--- src/rtl/vga_pattern_sequencer_pkg.sv ---
// Shared constants for the VGA pattern sequencer: command bytes, widths,
// sequencer state encoding and index wrap helpers.
package vga_pattern_sequencer_pkg;

  localparam int unsigned PAT_W  = 4;
  localparam int unsigned CNT_W  = 8;
  localparam int unsigned BYTE_W = 8;

  // ASCII command bytes
  localparam logic [BYTE_W-1:0] CMD_0     = 8'h30;
  localparam logic [BYTE_W-1:0] CMD_9     = 8'h39;
  localparam logic [BYTE_W-1:0] CMD_A_UP  = 8'h41;
  localparam logic [BYTE_W-1:0] CMD_A_LO  = 8'h61;
  localparam logic [BYTE_W-1:0] CMD_M_UP  = 8'h4D;
  localparam logic [BYTE_W-1:0] CMD_M_LO  = 8'h6D;
  localparam logic [BYTE_W-1:0] CMD_PLUS  = 8'h2B;
  localparam logic [BYTE_W-1:0] CMD_MINUS = 8'h2D;

  typedef enum logic {
    ST_MANUAL = 1'b0,
    ST_AUTO   = 1'b1
  } seq_state_e;

  // Increment an index, wrapping last -> 0
  function automatic logic [PAT_W-1:0] wrap_inc(input logic [PAT_W-1:0] v,
                                                input logic [PAT_W-1:0] last);
    return (v == last) ? '0 : v + PAT_W'(1);
  endfunction

  // Decrement an index, wrapping 0 -> last
  function automatic logic [PAT_W-1:0] wrap_dec(input logic [PAT_W-1:0] v,
                                                input logic [PAT_W-1:0] last);
    return (v == '0) ? last : v - PAT_W'(1);
  endfunction

endpackage

--- src/rtl/vga_frame_tick.sv ---
// Frame tick detector: pulses on the rising edge of i_VSync (start of active video).
// Ports: i_Clk, i_Rst_L (async active-low), i_VSync in; o_Tick out (combinational,
// high in the cycle where i_VSync is high and was low on the previous edge).
module vga_frame_tick (
  input  logic i_Clk,
  input  logic i_Rst_L,
  input  logic i_VSync,
  output logic o_Tick
);

  logic vsync_prev_d;
  logic vsync_prev_q;

  always_comb begin
    vsync_prev_d = i_VSync;
  end

  // Reset to 1 so a high VSync at reset release is not seen as an edge
  always_ff @(posedge i_Clk or negedge i_Rst_L) begin
    if (!i_Rst_L) begin
      vsync_prev_q <= 1'b1;
    end else begin
      vsync_prev_q <= vsync_prev_d;
    end
  end

  assign o_Tick = i_VSync & ~vsync_prev_q;

endmodule

--- src/rtl/vga_pattern_sequencer.sv ---
// VGA test-pattern sequencer: decodes ASCII commands into a pending pattern index
// and applies it only at frame ticks; AUTO mode steps the pattern every
// FRAMES_PER_STEP frames.
// Ports: i_Clk, i_Rst_L (async active-low); i_RX_DV/i_RX_Byte command input;
// i_VSync from sync generator; o_Pattern index, o_Pattern_Strobe change pulse,
// o_Auto mode flag, o_Cmd_Err bad-command pulse.
module vga_pattern_sequencer
  import vga_pattern_sequencer_pkg::*;
#(
  parameter int unsigned NUM_PATTERNS    = 8,
  parameter int unsigned FRAMES_PER_STEP = 60
) (
  input  logic              i_Clk,
  input  logic              i_Rst_L,
  input  logic              i_RX_DV,
  input  logic [BYTE_W-1:0] i_RX_Byte,
  input  logic              i_VSync,
  output logic [PAT_W-1:0]  o_Pattern,
  output logic              o_Pattern_Strobe,
  output logic              o_Auto,
  output logic              o_Cmd_Err
);

  localparam logic [PAT_W-1:0] LAST_PAT = PAT_W'(NUM_PATTERNS - 1);
  localparam logic [CNT_W-1:0] LAST_CNT = CNT_W'(FRAMES_PER_STEP - 1);

  logic tick;

  vga_frame_tick u_frame_tick (
    .i_Clk   (i_Clk),
    .i_Rst_L (i_Rst_L),
    .i_VSync (i_VSync),
    .o_Tick  (tick)
  );

  seq_state_e       state_d,    state_q;
  logic [PAT_W-1:0] pattern_d,  pattern_q;
  logic [PAT_W-1:0] pending_d,  pending_q;
  logic             pend_vld_d, pend_vld_q;
  logic [CNT_W-1:0] cnt_d,      cnt_q;
  logic             strobe_d,   strobe_q;
  logic             cmd_err_d,  cmd_err_q;

  logic [BYTE_W-1:0] digit_off;
  logic              is_digit;
  logic              is_auto;
  logic              is_manual;
  logic [PAT_W-1:0]  step_base;

  // Command classification
  always_comb begin
    digit_off = i_RX_Byte - CMD_0;
    is_digit  = (i_RX_Byte >= CMD_0) && (i_RX_Byte <= CMD_9) &&
                (digit_off < BYTE_W'(NUM_PATTERNS));
    is_auto   = (i_RX_Byte == CMD_A_UP) || (i_RX_Byte == CMD_A_LO);
    is_manual = (i_RX_Byte == CMD_M_UP) || (i_RX_Byte == CMD_M_LO);
    step_base = pend_vld_q ? pending_q : pattern_q;
  end

  // Next state: tick acts on pre-edge pending/state, then the command overlays
  always_comb begin
    state_d    = state_q;
    pattern_d  = pattern_q;
    pending_d  = pending_q;
    pend_vld_d = pend_vld_q;
    cnt_d      = cnt_q;
    cmd_err_d  = 1'b0;
    strobe_d   = 1'b0;

    if (tick) begin
      if (pend_vld_q) begin
        pattern_d  = pending_q;
        pend_vld_d = 1'b0;
        if (state_q == ST_AUTO) begin
          cnt_d = '0;
        end
      end else if (state_q == ST_AUTO) begin
        if (cnt_q == LAST_CNT) begin
          pattern_d = wrap_inc(pattern_q, LAST_PAT);
          cnt_d     = '0;
        end else begin
          cnt_d = cnt_q + CNT_W'(1);
        end
      end
    end

    if (i_RX_DV) begin
      if (is_digit) begin
        pending_d  = PAT_W'(digit_off);
        pend_vld_d = 1'b1;
        state_d    = ST_MANUAL;
      end else if (is_auto) begin
        state_d = ST_AUTO;
        cnt_d   = '0;
      end else if (is_manual) begin
        state_d = ST_MANUAL;
      end else if (i_RX_Byte == CMD_PLUS) begin
        pending_d  = wrap_inc(step_base, LAST_PAT);
        pend_vld_d = 1'b1;
      end else if (i_RX_Byte == CMD_MINUS) begin
        pending_d  = wrap_dec(step_base, LAST_PAT);
        pend_vld_d = 1'b1;
      end else begin
        cmd_err_d = 1'b1;
      end
    end

    strobe_d = (pattern_d != pattern_q);
  end

  always_ff @(posedge i_Clk or negedge i_Rst_L) begin
    if (!i_Rst_L) begin
      state_q    <= ST_MANUAL;
      pattern_q  <= '0;
      pending_q  <= '0;
      pend_vld_q <= 1'b0;
      cnt_q      <= '0;
      strobe_q   <= 1'b0;
      cmd_err_q  <= 1'b0;
    end else begin
      state_q    <= state_d;
      pattern_q  <= pattern_d;
      pending_q  <= pending_d;
      pend_vld_q <= pend_vld_d;
      cnt_q      <= cnt_d;
      strobe_q   <= strobe_d;
      cmd_err_q  <= cmd_err_d;
    end
  end

  assign o_Pattern        = pattern_q;
  assign o_Pattern_Strobe = strobe_q;
  assign o_Auto           = (state_q == ST_AUTO);
  assign o_Cmd_Err        = cmd_err_q;

endmodule

--- config.mk ---
export PLATFORM = sky130hd
export DESIGN_NAME = vga_pattern_sequencer
export DESIGN_NICKNAME = d
export VERILOG_FILES = /design/src/rtl/vga_pattern_sequencer_pkg.sv /design/src/rtl/vga_frame_tick.sv /design/src/rtl/vga_pattern_sequencer.sv
export SDC_FILE = /design/constraint.sdc
export NUM_CORES = 1
export LEC_CHECK = 0
export BUFFER_PORTS_ARGS = -buffer_cell sky130_fd_sc_hd__buf_2
export CAP_MARGIN = 5
export CORE_ASPECT_RATIO = 0.9
export CORE_UTILIZATION = 60
export CTS_CLUSTER_DIAMETER = 60
export DETAILED_ROUTE_END_ITERATION = 10
export GPL_TIMING_DRIVEN = 1
export PLACE_DENSITY = 0.86
export SYNTH_ARGS = -nofsm -noshare
export SYNTH_HDL_FRONTEND = slang
export SYNTH_SLANG_ARGS = --single-unit
--- constraint.sdc ---
create_clock -name i_Clk -period 5.1 [get_ports i_Clk]
set_input_delay 0.51 -clock i_Clk [delete_from_list [all_inputs] [get_ports i_Clk]]
set_output_delay 0.51 -clock i_Clk [all_outputs]
set_load 0.02 [all_outputs]
**Word level (Yosys, flattened, before mapping)**

Cells that the tools add are included.

- Output and inout port bits: 7
- Bits in registers: 21
- Input port bits: 12
- Logic and storage cells: 76

- Bitwise gates (word level): 2
- Equal/unequal tests: 12
- Add/subtract/negate cells: 5
- Mux-type cells: 37
- $lt $le $gt $ge: 3
- Reductions and logical operators: 9

Operators with widths:

| operator | count |
|---|---|
| 8-bit 2-to-1 mux | 8 |
| 4-bit 2-to-1 mux | 13 |
| 8-bit by 7-bit == test with 1-bit output, second input constant | 4 |
| 8-bit by 6-bit == test with 1-bit output, second input constant | 3 |
| 1-bit 2-to-1 mux | 16 |
| 4-bit by 1-bit adder with 4-bit output, second input constant | 2 |
| 8-bit by 1-bit adder with 8-bit output, second input constant | 1 |
| 4-bit by 3-bit == test with 1-bit output, second input constant | 2 |
| 8-bit by 6-bit greater-or-equal comparator with 1-bit output, second input constant | 1 |
| 8-bit by 6-bit less-or-equal comparator with 1-bit output, second input constant | 1 |
| 8-bit by 4-bit < comparator with 1-bit output, second input constant | 1 |
| 8-bit by 6-bit subtractor with 8-bit output, second input constant | 1 |
| 3-bit nonzero test | 2 |
| 4-bit zero test | 1 |
| 2-bit != test, second input constant | 2 |
| 4-bit != test | 1 |
| 4-bit AND reduction | 1 |
| 4-bit by 1-bit subtractor with 4-bit output, second input constant | 1 |
| 1-bit logical AND | 2 |
| 1-bit logical OR | 2 |
| 2-bit AND reduction | 1 |
| 1-bit bitwise AND | 1 |
| 1-bit NOT | 1 |

**Depth between registers and ports, before layout**

- Depth in word-level cells: 9
- Depth in mapped cells: 9
- Mapped depth without buffers: 8

**By module**

From an unflattened synthesis, not the netlist that was laid out.

- Cell total of the unflattened synthesis: 157
- Area total of the unflattened synthesis: 1,435.1 sq um

By module, submodules not included:

| module | instances | cells each | area an instance (sq um) |
|---|---|---|---|
| vga_pattern_sequencer | 1 | 155 | 1,395.1 |
| vga_frame_tick | 1 | 2 | 40.0 |

**Worst setup path after synthesis**

Ideal clock, no wire load.

- Kind: reg2reg
- Start: register pattern_q[0] (netlist: o_Pattern[0])
- End: register pending_q[3]
- Slack: 2.994 ns
- Arrival: 2.039 ns
- Stages on the path, launching flop included: 7
- Period minus slack after synthesis: 2.106 ns
- Buffers on the path: 1
- Path through: dfrtp_1 clkbuf_1 mux2i_1 ha_1 or4_1 a2111oi_2 a311o_1

- Word-level cells in the longest chain between the ends: 8
- Elaborated cells between the ends (all ways): 12

RTL lines:

| item | RTL line | RTL |
|---|---|---|
| from (decl) | vga_pattern_sequencer.sv:37 | `logic [PAT_W-1:0] pattern_d, pattern_q;` |
| from (signal assigned) | vga_pattern_sequencer.sv:122 | `pattern_q <= pattern_d;` |
| 4-bit 2-to-1 mux (*) | vga_pattern_sequencer.sv:57 | `step_base = pend_vld_q ? pending_q : pattern_q;` |
| 4-bit by 1-bit subtractor with 4-bit output / 4-bit zero test (equally long branches) | vga_pattern_sequencer_pkg.sv:33 | `return (v == '0) ? last : v - PAT_W'(1);` |
| 4-bit 2-to-1 mux | vga_pattern_sequencer_pkg.sv:33 |  |
| 4-bit 2-to-1 mux | vga_pattern_sequencer.sv:100 | `end else if (i_RX_Byte == CMD_MINUS) begin` |
| 4-bit 2-to-1 mux (*) | vga_pattern_sequencer.sv:97 | `end else if (i_RX_Byte == CMD_PLUS) begin` |
| 4-bit 2-to-1 mux (*) | vga_pattern_sequencer.sv:95 | `end else if (is_manual) begin` |
| 4-bit 2-to-1 mux (*) | vga_pattern_sequencer.sv:92 | `end else if (is_auto) begin` |
| 4-bit 2-to-1 mux (*) | vga_pattern_sequencer.sv:88 | `if (is_digit) begin` |
| to (signal assigned) | vga_pattern_sequencer.sv:123 | `pending_q <= pending_d;` |
| to (decl) | vga_pattern_sequencer.sv:38 | `logic [PAT_W-1:0] pending_d, pending_q;` |

Every way passes the cells marked *; elsewhere a longest branch is shown, timed or not. The select of a mux whose other input is x is not followed.
A chain may end at the register's enable or synchronous reset.

**Worst setup path in the final report**

- Start: register pend_vld_q
- End: register pending_q[3]

- Word-level cells in the longest chain between the ends: 8
- Elaborated cells between the ends (all ways): 12

RTL lines:

| item | RTL line | RTL |
|---|---|---|
| from (decl) | vga_pattern_sequencer.sv:39 | `logic pend_vld_d, pend_vld_q;` |
| from (signal assigned) | vga_pattern_sequencer.sv:124 | `pend_vld_q <= pend_vld_d;` |
| 4-bit 2-to-1 mux (*) | vga_pattern_sequencer.sv:57 |  |
| 4-bit by 1-bit subtractor with 4-bit output / 4-bit zero test (equally long branches) | vga_pattern_sequencer_pkg.sv:33 |  |
| 4-bit 2-to-1 mux | vga_pattern_sequencer_pkg.sv:33 |  |
| 4-bit 2-to-1 mux | vga_pattern_sequencer.sv:100 |  |
| 4-bit 2-to-1 mux (*) | vga_pattern_sequencer.sv:97 |  |
| 4-bit 2-to-1 mux (*) | vga_pattern_sequencer.sv:95 |  |
| 4-bit 2-to-1 mux (*) | vga_pattern_sequencer.sv:92 |  |
| 4-bit 2-to-1 mux (*) | vga_pattern_sequencer.sv:88 |  |

Marks and branches as above.

==> flow_metrics.env <==
export IMPL_status="finished clean"
export IMPL_grt_util_all_layers_pct=26.6
export IMPL_critical_path_class="reg -> reg"
export IMPL_gpl_final_weighted_congestion=0.818
export IMPL_final_layout_size_suffix_gt1_share_pct=17.2
export IMPL_ys_seq_area_share_pct=34.9
export IMPL_violation_count_after_the_first_detailed_route_iteration=48
export IMPL_cts_root_buffer_cell="clkbuf_4"
export IMPL_final_period_minus_worst_setup_slack_ns=2.46
export IMPL_drt_vias_per_instance=6.37
export IMPL_global_route_overflow=0
export IMPL_die_height_um=49.6
export IMPL_drc=0
export IMPL_insertion_delay_ns=0.30
export IMPL_final_max_slew_viol_count=0
export IMPL_initial_core_util_pct=66.2
export IMPL_dominantRegCellSynth="dfrtp_1"
export IMPL_clock_fmax_ghz=0.407
export IMPL_regToRegSetupSlack_ns=2.64
export IMPL_crit_arrival_ns=2.71
export IMPL_detailedRoute_firstPassIterationCount=4
export IMPL_reg2regPathDepth=6
export IMPL_synth_cell_type_count=55
export IMPL_buffer_levels_on_the_longest_clock_path=2
export IMPL_timing_final_ws_setup_ns=2.64
export IMPL_dp_cells=203
export IMPL_io_pin_count=19
export IMPL_commonest_cells_after_routing_fill_and_taps_aside="20 x nor2_1, 20 x dfrtp_1, 18 x buf_2"
export IMPL_worst_r2r_endpoint="pending_q[3]"
export IMPL_placement_io_buffers=18
export IMPL_growth_of_design_area_from_synthesis_to_finish_pct=4.31
export IMPL_netlist_area_sq_um=1510
export IMPL_grt_antenna_before_repair=0
export IMPL_layout_core_utilization_pct=69.0
export IMPL_timing_clock_skew_ns=0.00463
export IMPL_finalSetupTns_ns=0
export IMPL_grt_pass1_wl_um=5280
export IMPL_slew_headroom_pct=52.2
export IMPL_cts_repair_resized=0
export IMPL_cts_hold_repair_buffers=0
export IMPL_routed_wire_length_per_instance_um=15.3
export IMPL_floorplan_die_area_sq_um=2720
export IMPL_cts_buffers_inserted=3
export IMPL_worstSetupEndpointType="flip-flop"
export IMPL_setup_viol=0
export IMPL_final_nets=197
export IMPL_cts_tree="built"
export IMPL_grt_start_max_net_pins=26
export IMPL_power_per_cell_area_nw_per_um2=260
export IMPL_critical_path_required_ns=5.35
export IMPL_fin_crit_sh_pct=48.2
export IMPL_peak_fanout_along_the_critical_path=25
export IMPL_vias_in_the_first_global_route=1177
export IMPL_nFillCells=189
export IMPL_cp_start_kind="flip-flop"
export IMPL_post_synth_cell_area_avg_sq_um=8.88
export IMPL_fp_row_count=16
export IMPL_cts_sinks=21
export IMPL_synth_fp_nets=186
export IMPL_detail_route_wirelength_um=3170
export IMPL_synth_warning_count=0
export IMPL_postSynth_asyncResetShare_pct=100
export IMPL_edff_count_synth=0
export IMPL_postSynthCellCount=170
export IMPL_postCtsSetupBuffers=0
export IMPL_clk_slew_on_worst_s_h_paths_ns=0.12
export IMPL_r2r_start="pend_vld_q"
export IMPL_dp_hpwl_um=2340
export IMPL_htree_levels=1
export IMPL_power_leakage_uw=0.000671
export IMPL_worst_ir_drop_vdd_mv=0.196
export IMPL_antenna_left=0
export IMPL_count_of_state_elements_after_synthesis=21
export IMPL_core_area_sq_um=2280
export IMPL_timing_worst_slew_pin_value_ns=0.718
export IMPL_finalHoldViolations=0
export IMPL_setup_repair_after_global_routing_missed_its_margin="false"
export IMPL_insertedDiodeCount=0
export IMPL_vias_post_dr=1318
export IMPL_die_width_um=54.9
export IMPL_layoutNonFillerInstCount=207
export IMPL_drv_cap=0
export IMPL_dpl_worst_slack_ns=2.69
export IMPL_worst_hold_path_type="in -> async"
power by group:
part | total [uW] | leakage, uW | switching, uW | internal, uW
Combinational | 101 | 0.000405 | 52.3 | 48.8
Clock | 80.8 | 0.0000150 | 50.3 | 30.5
Sequential | 228 | 0.000251 | 36.7 | 191
Total | 410 | 0.000671 | 139 | 271
per-layer routing:
metal  vias to the layer above  routed length [um]  track usage [%]
li1                        637                   -                -
met1                       624                1470             36.4
met2                        51                1480             41.6
met3                         6                 181             6.79
met4                         0                  50             5.13
met5                         -                   0                0
cells by family after synthesis:
kind of cell | share of synthesized area (%)
simple gates | 25.0
compound gates | 18.9
flops | 34.9
buf+inv | 7.12
xor+xnor | 6.38
mux | 4.39
fa+ha+maj | 3.31
worst max-delay path, stage by stage, from the launching register on:
cell and delay, ns:
dfrtp_1 0.83, mux2_4 0.32, inv_1 0.05, ha_1 0.20
or4_1 0.56, a2111oi_2 0.31, a311o_1 0.15
sequential cells by signal (all words and copies together) (netlist names):
signal,count
cnt_q,8
o_Pattern,4
pending_q,4
o_Auto,1
o_Cmd_Err,1
o_Pattern_Strobe,1
pend_vld_q,1
u_frame_tick.vsync_prev_q,1
through the flow:
stage / total power, uW / hold slack, ns / area, sq um
2_1_floorplan: 302 / 0.214 / 1510
3_3_place_gp: 323 / 0.483 / 1550
3_5_place_dp: 330 / 0.492 / 1550
4_1_cts: 410 / 0.152 / 1580
5_1_grt: 438 / 0.158 / 1580
6_report: 410 / 0.141 / 1580
synthesized netlist by cell type (all sizes together), types with 2 or more instances:
cell / count / area [sq um]
a22oi: 5 / 37.5
a22o: 2 / 17.5
a31oi: 2 / 12.5
ha: 4 / 50.1
nor2: 20 / 75.1
buf: 5 / 48.8
clkbuf: 7 / 36.3
xor2: 4 / 35.0
nand4: 2 / 12.5
dfrtp: 20 / 500
nor3: 9 / 56.3
a21oi: 6 / 30.0
inv: 6 / 22.5
and2: 3 / 20.0
nand2: 14 / 52.6
nand3: 3 / 15.0
o21ai: 9 / 45.0
mux2: 2 / 26.3
nand4b: 3 / 26.3
nand3b: 2 / 15.0
xnor2: 7 / 61.3
o22ai: 3 / 25.0
mux2i: 4 / 40.0
nor3b: 3 / 22.5
nor4: 2 / 12.5
worst max path at each step:
stage                               to         start  cells after the start  slack (ns)
after floorplan           pending_q[3]  o_Pattern[0]                      6        2.99
after global placement    pending_q[3]    pend_vld_q                      6        2.78
after detailed placement  pending_q[3]    pend_vld_q                      6        2.69
after CTS                 pending_q[3]    pend_vld_q                      6        2.66
after global routing      pending_q[3]    pend_vld_q                      6        2.47
final                     pending_q[3]    pend_vld_q                      6        2.64
cell type report:
class                           instances  area, sq um  area share (%)
Sequential cell                        21          527            33.4
Timing Repair Buffer                   18         90.1            5.72
Multi-Input combinational cell        131          876            55.6
Clock buffer                            4         26.3            1.67
Inverter                                6         22.5            1.43
Tap cell                               27         33.8            2.14
No activity file was read; power rests on OpenSTA's default activity.
